`src/rtl/dst_out_fifo.sv`:
```
// dst_out_fifo: output staging FIFO that tags the final word of each batch and pulses done when it drains.
// Define DST_OUT_RELU_EN to clamp negative fp32 words to +0.0 on the write path.
module dst_out_fifo #(
  parameter int DEPTH = 8,
  parameter int DW    = 32,
  parameter int CW    = 12
) (
  input  logic                       clk,
  input  logic                       rst_n,
  input  logic                       start,
  input  logic [CW-1:0]              ds,
  input  logic                       in_valid,
  input  logic [DW-1:0]              in_data,
  output logic                       in_ready,
  output logic                       out_valid,
  output logic [DW-1:0]              out_data,
  output logic                       out_last,
  input  logic                       out_ready,
  output logic                       busy,
  output logic                       done,
  output logic [$clog2(DEPTH):0]     level
);
  localparam int AW = $clog2(DEPTH);
  logic [DW:0]   mem_q [DEPTH];
  logic [AW:0]   wr_q, rd_q;
  logic [CW-1:0] len_q, cnt_q;
  logic          busy_q, in_done_q, done_q;
  logic          push, pop;
  logic [DW:0]   head;
  logic [DW-1:0] wdata;
  // level never exceeds DEPTH, so its top bit alone marks full
  assign level     = wr_q - rd_q;
  assign in_ready  = busy_q & ~level[AW] & ~in_done_q;
  assign out_valid = wr_q != rd_q;
  assign head      = mem_q[rd_q[AW-1:0]];
  assign out_data  = out_valid ? head[DW-1:0] : '0;
  assign out_last  = out_valid & head[DW];
  assign push      = in_valid & in_ready;
  assign pop       = out_valid & out_ready;
  assign busy      = busy_q;
  assign done      = done_q;
`ifdef DST_OUT_RELU_EN
  assign wdata = in_data[DW-1] ? '0 : in_data;
`else
  assign wdata = in_data;
`endif
  always_ff @(posedge clk) begin
    if (push) mem_q[wr_q[AW-1:0]] <= {cnt_q == len_q, wdata};
  end
  always_ff @(posedge clk or negedge rst_n) begin
    if (!rst_n) begin
      wr_q      <= '0;
      rd_q      <= '0;
      len_q     <= '0;
      cnt_q     <= '0;
      busy_q    <= 1'b0;
      in_done_q <= 1'b0;
      done_q    <= 1'b0;
    end else begin
      done_q <= pop & head[DW];
      if (push) begin
        wr_q  <= wr_q + 1'b1;
        cnt_q <= cnt_q + 1'b1;
        if (cnt_q == len_q) in_done_q <= 1'b1;
      end
      if (pop) rd_q <= rd_q + 1'b1;
      if (pop & head[DW]) begin
        busy_q    <= 1'b0;
        in_done_q <= 1'b0;
      end
      if (start & ~busy_q) begin
        len_q  <= ds;
        cnt_q  <= '0;
        busy_q <= 1'b1;
      end
    end
  end
endmodule

```
`config.mk`:
```
export PLATFORM = sky130hd
export DESIGN_NAME = dst_out_fifo
export DESIGN_NICKNAME = d
export VERILOG_FILES = /design/src/rtl/dst_out_fifo.sv
export SDC_FILE = /design/constraint.sdc
export NUM_CORES = 1
export LEC_CHECK = 0
export ABC_AREA = 1
export BUFFER_PORTS_ARGS = -buffer_cell sky130_fd_sc_hd__clkbuf_2
export CORE_MARGIN = 2
export CORE_UTILIZATION = 35
export CTS_BUF_LIST = sky130_fd_sc_hd__clkbuf_4
export DETAILED_ROUTE_END_ITERATION = 6
export PLACE_DENSITY = 0.52
export REMOVE_ABC_BUFFERS = 1
export SYNTH_ARGS = -nofsm -noshare
export SYNTH_HDL_FRONTEND = slang
export SYNTH_SLANG_ARGS = --single-unit
export TNS_END_PERCENT = 1
```
`constraint.sdc`:
```
create_clock -name clk -period 9.9 [get_ports clk]
set_input_delay 0.495 -clock clk [delete_from_list [all_inputs] [get_ports clk]]
set_output_delay 0.495 -clock clk [all_outputs]
set_load 0.01 [all_outputs]
```
=== Word level (Yosys, flattened, before mapping) ===
Memory sizes are Yosys's and may differ from the RTL's.
Index checks and enable logic that the tools add are counted.

* Register bits after elaboration: 35
* Memory bits (writable): 264
* Input port bits: 49
* Output and inout port bits: 41
* Word-level logic and storage cells: 39
* Memories kept: 1

* $add $sub $neg: 4
* Equality and inequality tests: 2
* Muxes and demuxes: 10
* Bitwise gates (word level): 10
* Reduce and logical (&&, ||, !) cells: 5

{| class="wikitable"
|+ Memory list
! memory !! words !! width !! read ports !! clocked after Yosys merged registers in !! wr ports !! line !! text
|-
| mem_q || 8 || 33 || 1 || 0 || 1 || 24 || <nowiki>logic [DW:0] mem_q [DEPTH];</nowiki>
|}

{| class="wikitable"
|+ Operators by type and width
! kind !! count
|-
| 2-to-1 mux 32 bit || 1
|-
| 2-to-1 mux 12 bit || 2
|-
| adder 12 x 1 -> 12 bit (second input constant) || 1
|-
| equality test 12 bit || 1
|-
| adder 4 x 1 -> 4 bit (second input constant) || 2
|-
| nonzero test 2 bit || 4
|-
| AND 1 bit || 7
|-
| 2-to-1 mux 1 bit || 7
|-
| != test 4 bit || 1
|-
| subtractor 4 bit || 1
|-
| NOT 1 bit || 3
|-
| AND reduction 2 bit || 1
|}

=== Longest topological paths before layout ===
* Word-level depth: 7
* Mapped depth: 13
* Mapped depth without buffers: 11

=== Least setup slack after synthesis ===
Ideal clock, no wire load.

* Path kind: reg-to-reg
* Start: register rd_q[2]
* End: memory mem_q[0][0] (netlist name), enable pin
* Library setup time: 0.423 ns
* Arrival: 3.200 ns
* Required time: 9.477 ns
* Setup slack: 6.277 ns
* Stages on the path, launching flop included: 12
* Path buffers: 2
* Clock period less this slack: 3.623 ns
* Path through: dfrtp_1 buf_2 inv_1 buf_2 ha_1 a21oi_2 nand2_1 nand2_2 nand3_4 nor2_8 nand2_1 nor2_1

* Longest elaborated chain between the ends: 7

{| class="wikitable"
|+ Ends and longest elaborated chain
! element !! line !! text
|-
| start, declared || 25 || <nowiki>logic [AW:0] wr_q, rd_q;</nowiki>
|-
| start signal, assigned || 66 || <nowiki>if (pop) rd_q <= rd_q + 1'b1;</nowiki>
|-
| subtractor 4 bit || 32 || <nowiki>assign level = wr_q - rd_q;</nowiki>
|-
| NOT 1 bit || 33 || <nowiki>assign in_ready = busy_q & ~level[AW] & ~in_done_q;</nowiki>
|-
| AND 1 bit (2 in series) || 33 ||
|-
| AND 1 bit || 38 || <nowiki>assign push = in_valid & in_ready;</nowiki>
|-
| 2-to-1 mux 1 bit || 48 || <nowiki>if (push) mem_q[wr_q[AW-1:0]] <= {cnt_q == len_q, wdata};</nowiki>
|-
| 2-to-1 mux 1 bit (not written as such) || 48 ||
|-
| end, declared || 24 ||
|}

No other way between the ends.

=== Worst setup path in the final report ===
* Start: register rd_q[2]
* End: output out_data[13]

* Longest elaborated chain between the ends: 2
* Elaborated cells on any way between the ends: 3
* Classes of those cells: eq/ne (1); mux (1); memory (1)

{| class="wikitable"
|+ Ends and longest elaborated chain
! element !! line !! text
|-
| memory read (8 x 33 bit) or != test 4 bit (tied branches) || n/a ||
|-
| 2-to-1 mux 32 bit * || 36 || <nowiki>assign out_data = out_valid ? head[DW-1:0] : '0;</nowiki>
|-
| end, declared || 16 || <nowiki>output logic [DW-1:0] out_data,</nowiki>
|}

Mark *: on every way between the ends. The rest lies on a longest branch, timed or not.

==> results.sh <==
export IMPL_vias=8279
export IMPL_gp_congestion=0.784
export IMPL_fp_dieW_um=192
export IMPL_initialDrtViolationCount=439
export IMPL_clock_root_buffer="clkbuf_4"
export IMPL_cp_max_fo=36
export IMPL_cp_start_kind="flop"
export IMPL_hold_end="mem_q[0][22]"
export IMPL_dr_pass1_iters=4
export IMPL_hold_violations=0
export IMPL_drv_cap=0
export IMPL_outcome="completed"
export IMPL_final_common_cell="edfxtp_1"
export IMPL_final_setup_tns_ns=0
export IMPL_yosysWarningCount=0
export IMPL_grt_util_all_layers_pct=16.3
export IMPL_avgSynthCellArea_um2=12.3
export IMPL_clockBufferDepth=3
export IMPL_dieArea_mm2=0.0369
export IMPL_final_cell_mix="264 x edfxtp_1, 213 x nor2_1, 148 x o21ai_0"
export IMPL_clk_latency_ns=0.73
export IMPL_area_delta_synth_final_pct=17.3
export IMPL_netlist_area_mm2=0.0124
export IMPL_dp_cells=1504
export IMPL_place_hpwl_um=15400
export IMPL_hp_class="input port to flop"
export IMPL_r2r_end="mem_q[6][24]"
export IMPL_grt_pass1_wl_um=46100
export IMPL_grt_antenna_before_repair=2
export IMPL_core_area_mm2=0.0347
export IMPL_layout_drive_gt1_share_pct=23.3
export IMPL_worstMarginPinSlew_ns=1.12
export IMPL_avgRoutedWirePerCell_um=17.5
export IMPL_netlist_instances=1010
export IMPL_grt_max_degree=134
export IMPL_synth_edff_count=264
export IMPL_synthArstFlopShare_pct=11.7
export IMPL_p_leak_nw=5.26
export IMPL_drtAntennaViolNets=0
export IMPL_via_per_inst=4.94
export IMPL_worstReg2RegStart="rd_q[2]"
export IMPL_ys_flop_type="edfxtp_1"
export IMPL_ir_drop_uv=163
export IMPL_r2r_setup_slack_ns=5.97
export IMPL_holdPathStages=1
export IMPL_post_route_min_period_ns=4.28
export IMPL_register_area_mm2=0.00881
export IMPL_htree_levels=3
export IMPL_rsz0062_at_grt="false"
export IMPL_start_util_pct=35.7
export IMPL_max_slew_margin_pct=25.3
export IMPL_post_route_period_util_pct=43.3
export IMPL_reg2reg_depth=10
export IMPL_min_from="in_data[22]"
export IMPL_port_buffers=89
export IMPL_ys_types=40
export IMPL_clock_sinks=299
export IMPL_die_h_um=192
export IMPL_routed_wl_um=29400
export IMPL_ioPinCount=90
export IMPL_clk_pin_slew_ns=0.06
export IMPL_cp_end_kind="output port"
export IMPL_grt_overflow=0
export IMPL_crit_arrival_ns=3.79
export IMPL_ys_seq_elements=299
export IMPL_fin_skew_ns=0.0403
export IMPL_cts_made_buffers=83
export IMPL_cts_tree="yes"
export IMPL_multiInputGateArea_mm2=0.00315
export IMPL_ys_seq_area_share_pct=71.1
export IMPL_drc=0
export IMPL_final_nets=1214
export IMPL_grt_pass1_vias=8384
export IMPL_fin_cells=1676
export IMPL_slew_violations=0
export IMPL_criticalPathCategory="flop to output port"
export IMPL_final_setup_viol_count=0
export IMPL_max_freq_mhz=233
export IMPL_worstPathRequired_ns=9.41
export IMPL_fillers=3304
export IMPL_power_density_mw_per_mm2=295
export IMPL_fp_row_count=68
==> final cells by class <==
cell class                      instances  share of cell area [%]
Inverter                               35                   0.957
Tap cell                              455                    3.92
Sequential cell                       299                    60.7
Timing Repair Buffer                  124                    5.29
Clock buffer                          129                    6.67
Antenna cell                            1                  0.0172
Clock inverter                         18                   0.784
Multi-Input combinational cell        615                    21.7
==> critical path, stage by stage, from the launching register on <==
cell	delay (ns)
dfrtp_2	0.93
inv_1	0.16
ha_1	0.40
nand2_1	0.07
inv_1	0.08
nand3_2	0.80
o21ai_0	0.35
nor2_1	0.13
clkbuf_2	0.15
==> repair_timing <==
action,in CTS,in global routing
setup buffers,0,0
endpoints found under the hold margin,99,4
hold buffers,23,1
resized for setup,0,0
==> stage by stage <==
step / hold WS (ns) / power, mW / instance area (um^2) / utilization (%) / setup WS [ns]
after CTS: 0.000299 / 4.36 / 14500 / 41.8 / 5.52
final: 0.0748 / 4.28 / 14500 / 41.8 / 5.62
after global placement: 0.513 / 3.19 / 13200 / 38.0 / 6.03
after floorplan: 0.199 / 2.57 / 12000 / - / 4.67
after detailed placement: 0.519 / 3.20 / 13200 / 38.0 / 5.94
after global routing: 0.00948 / 4.60 / 14500 / 41.8 / 5.27
==> cells in the mapped netlist (2+ instances only) <==
library cell  instances  area (um^2)
a21oi_1               7         35.0
a21oi_2               2         17.5
buf_1                 4         15.0
buf_2                23          115
buf_4                 5         37.5
buf_6                 6         67.6
clkbuf_1             19         71.3
clkbuf_2              3         15.0
dfrtp_1              35          876
edfxtp_1            264         7930
ha_1                  6         75.1
inv_1                28          105
inv_2                 4         15.0
mux2_2                7         78.8
nand2_1              71          267
nand2_2               4         25.0
nand3_1              15         75.1
nand3_2              10          100
nand3b_1              2         15.0
nand4_1              12         75.1
nor2_1              216          811
nor2_2                5         31.3
nor3_1                4         20.0
nor3_2                2         20.0
o21ai_0             148          741
o21ai_1              19         95.1
o22ai_1              64          400
xnor2_1               8         70.1
xor2_1                6         52.6
==> worst max-delay path by stage <==
| stage | start | endpoint | slack [ns] | depth (start not counted) |
|---|---|---|---|---|
| after floorplan | rd_q[0] | mem_q[0][0] | 4.67 | 9 |
| after global placement | rd_q[2] | mem_q[0][5] | 6.03 | 9 |
| after detailed placement | rd_q[2] | mem_q[6][0] | 5.94 | 10 |
| after CTS | rd_q[2] | out_data[13] | 5.52 | 8 |
| after global routing | rd_q[2] | out_data[13] | 5.27 | 8 |
| final | rd_q[2] | out_data[13] | 5.62 | 8 |
==> layer usage <==
metal | vias to the layer above | global-route usage, % | wire length [um]
li1 | 3992 | - | -
met1 | 4046 | 21.9 | 13400
met2 | 201 | 25.8 | 13700
met3 | 38 | 4.17 | 1700
met4 | 2 | 5.61 | 471
met5 | - | 0 | 13
==> cell families after synthesis <==
| group | count (synthesis) | synth area share, % |
|---|---|---|
| buffers and inverters | 96 | 3.84 |
| xor gates and xnor gates | 14 | 0.991 |
| AOI/OAI and AO/OA | 243 | 10.6 |
| DFF | 299 | 71.1 |
| muxes | 7 | 0.637 |
| and+or+nand+nor | 344 | 12.1 |
| adders and majority gates | 7 | 0.768 |
==> flip-flops by register name, indices dropped and copies added (netlist names) <==
register   cells
done           1
rd_q           4
cnt_q         12
mem_q        264
wr_q           4
in_done_q      1
len_q         12
busy           1
==> power breakdown <==
part | total [mW] | switching (mW) | leakage [nW] | internal, mW
combinational | 1.52 | 1.03 | 1.80 | 0.492
clock | 1.13 | 0.512 | 0.653 | 0.619
sequential | 1.63 | 0.102 | 2.81 | 1.52
total | 4.28 | 1.64 | 5.26 | 2.63
Note: power is estimated with default switching activity, not from simulation.
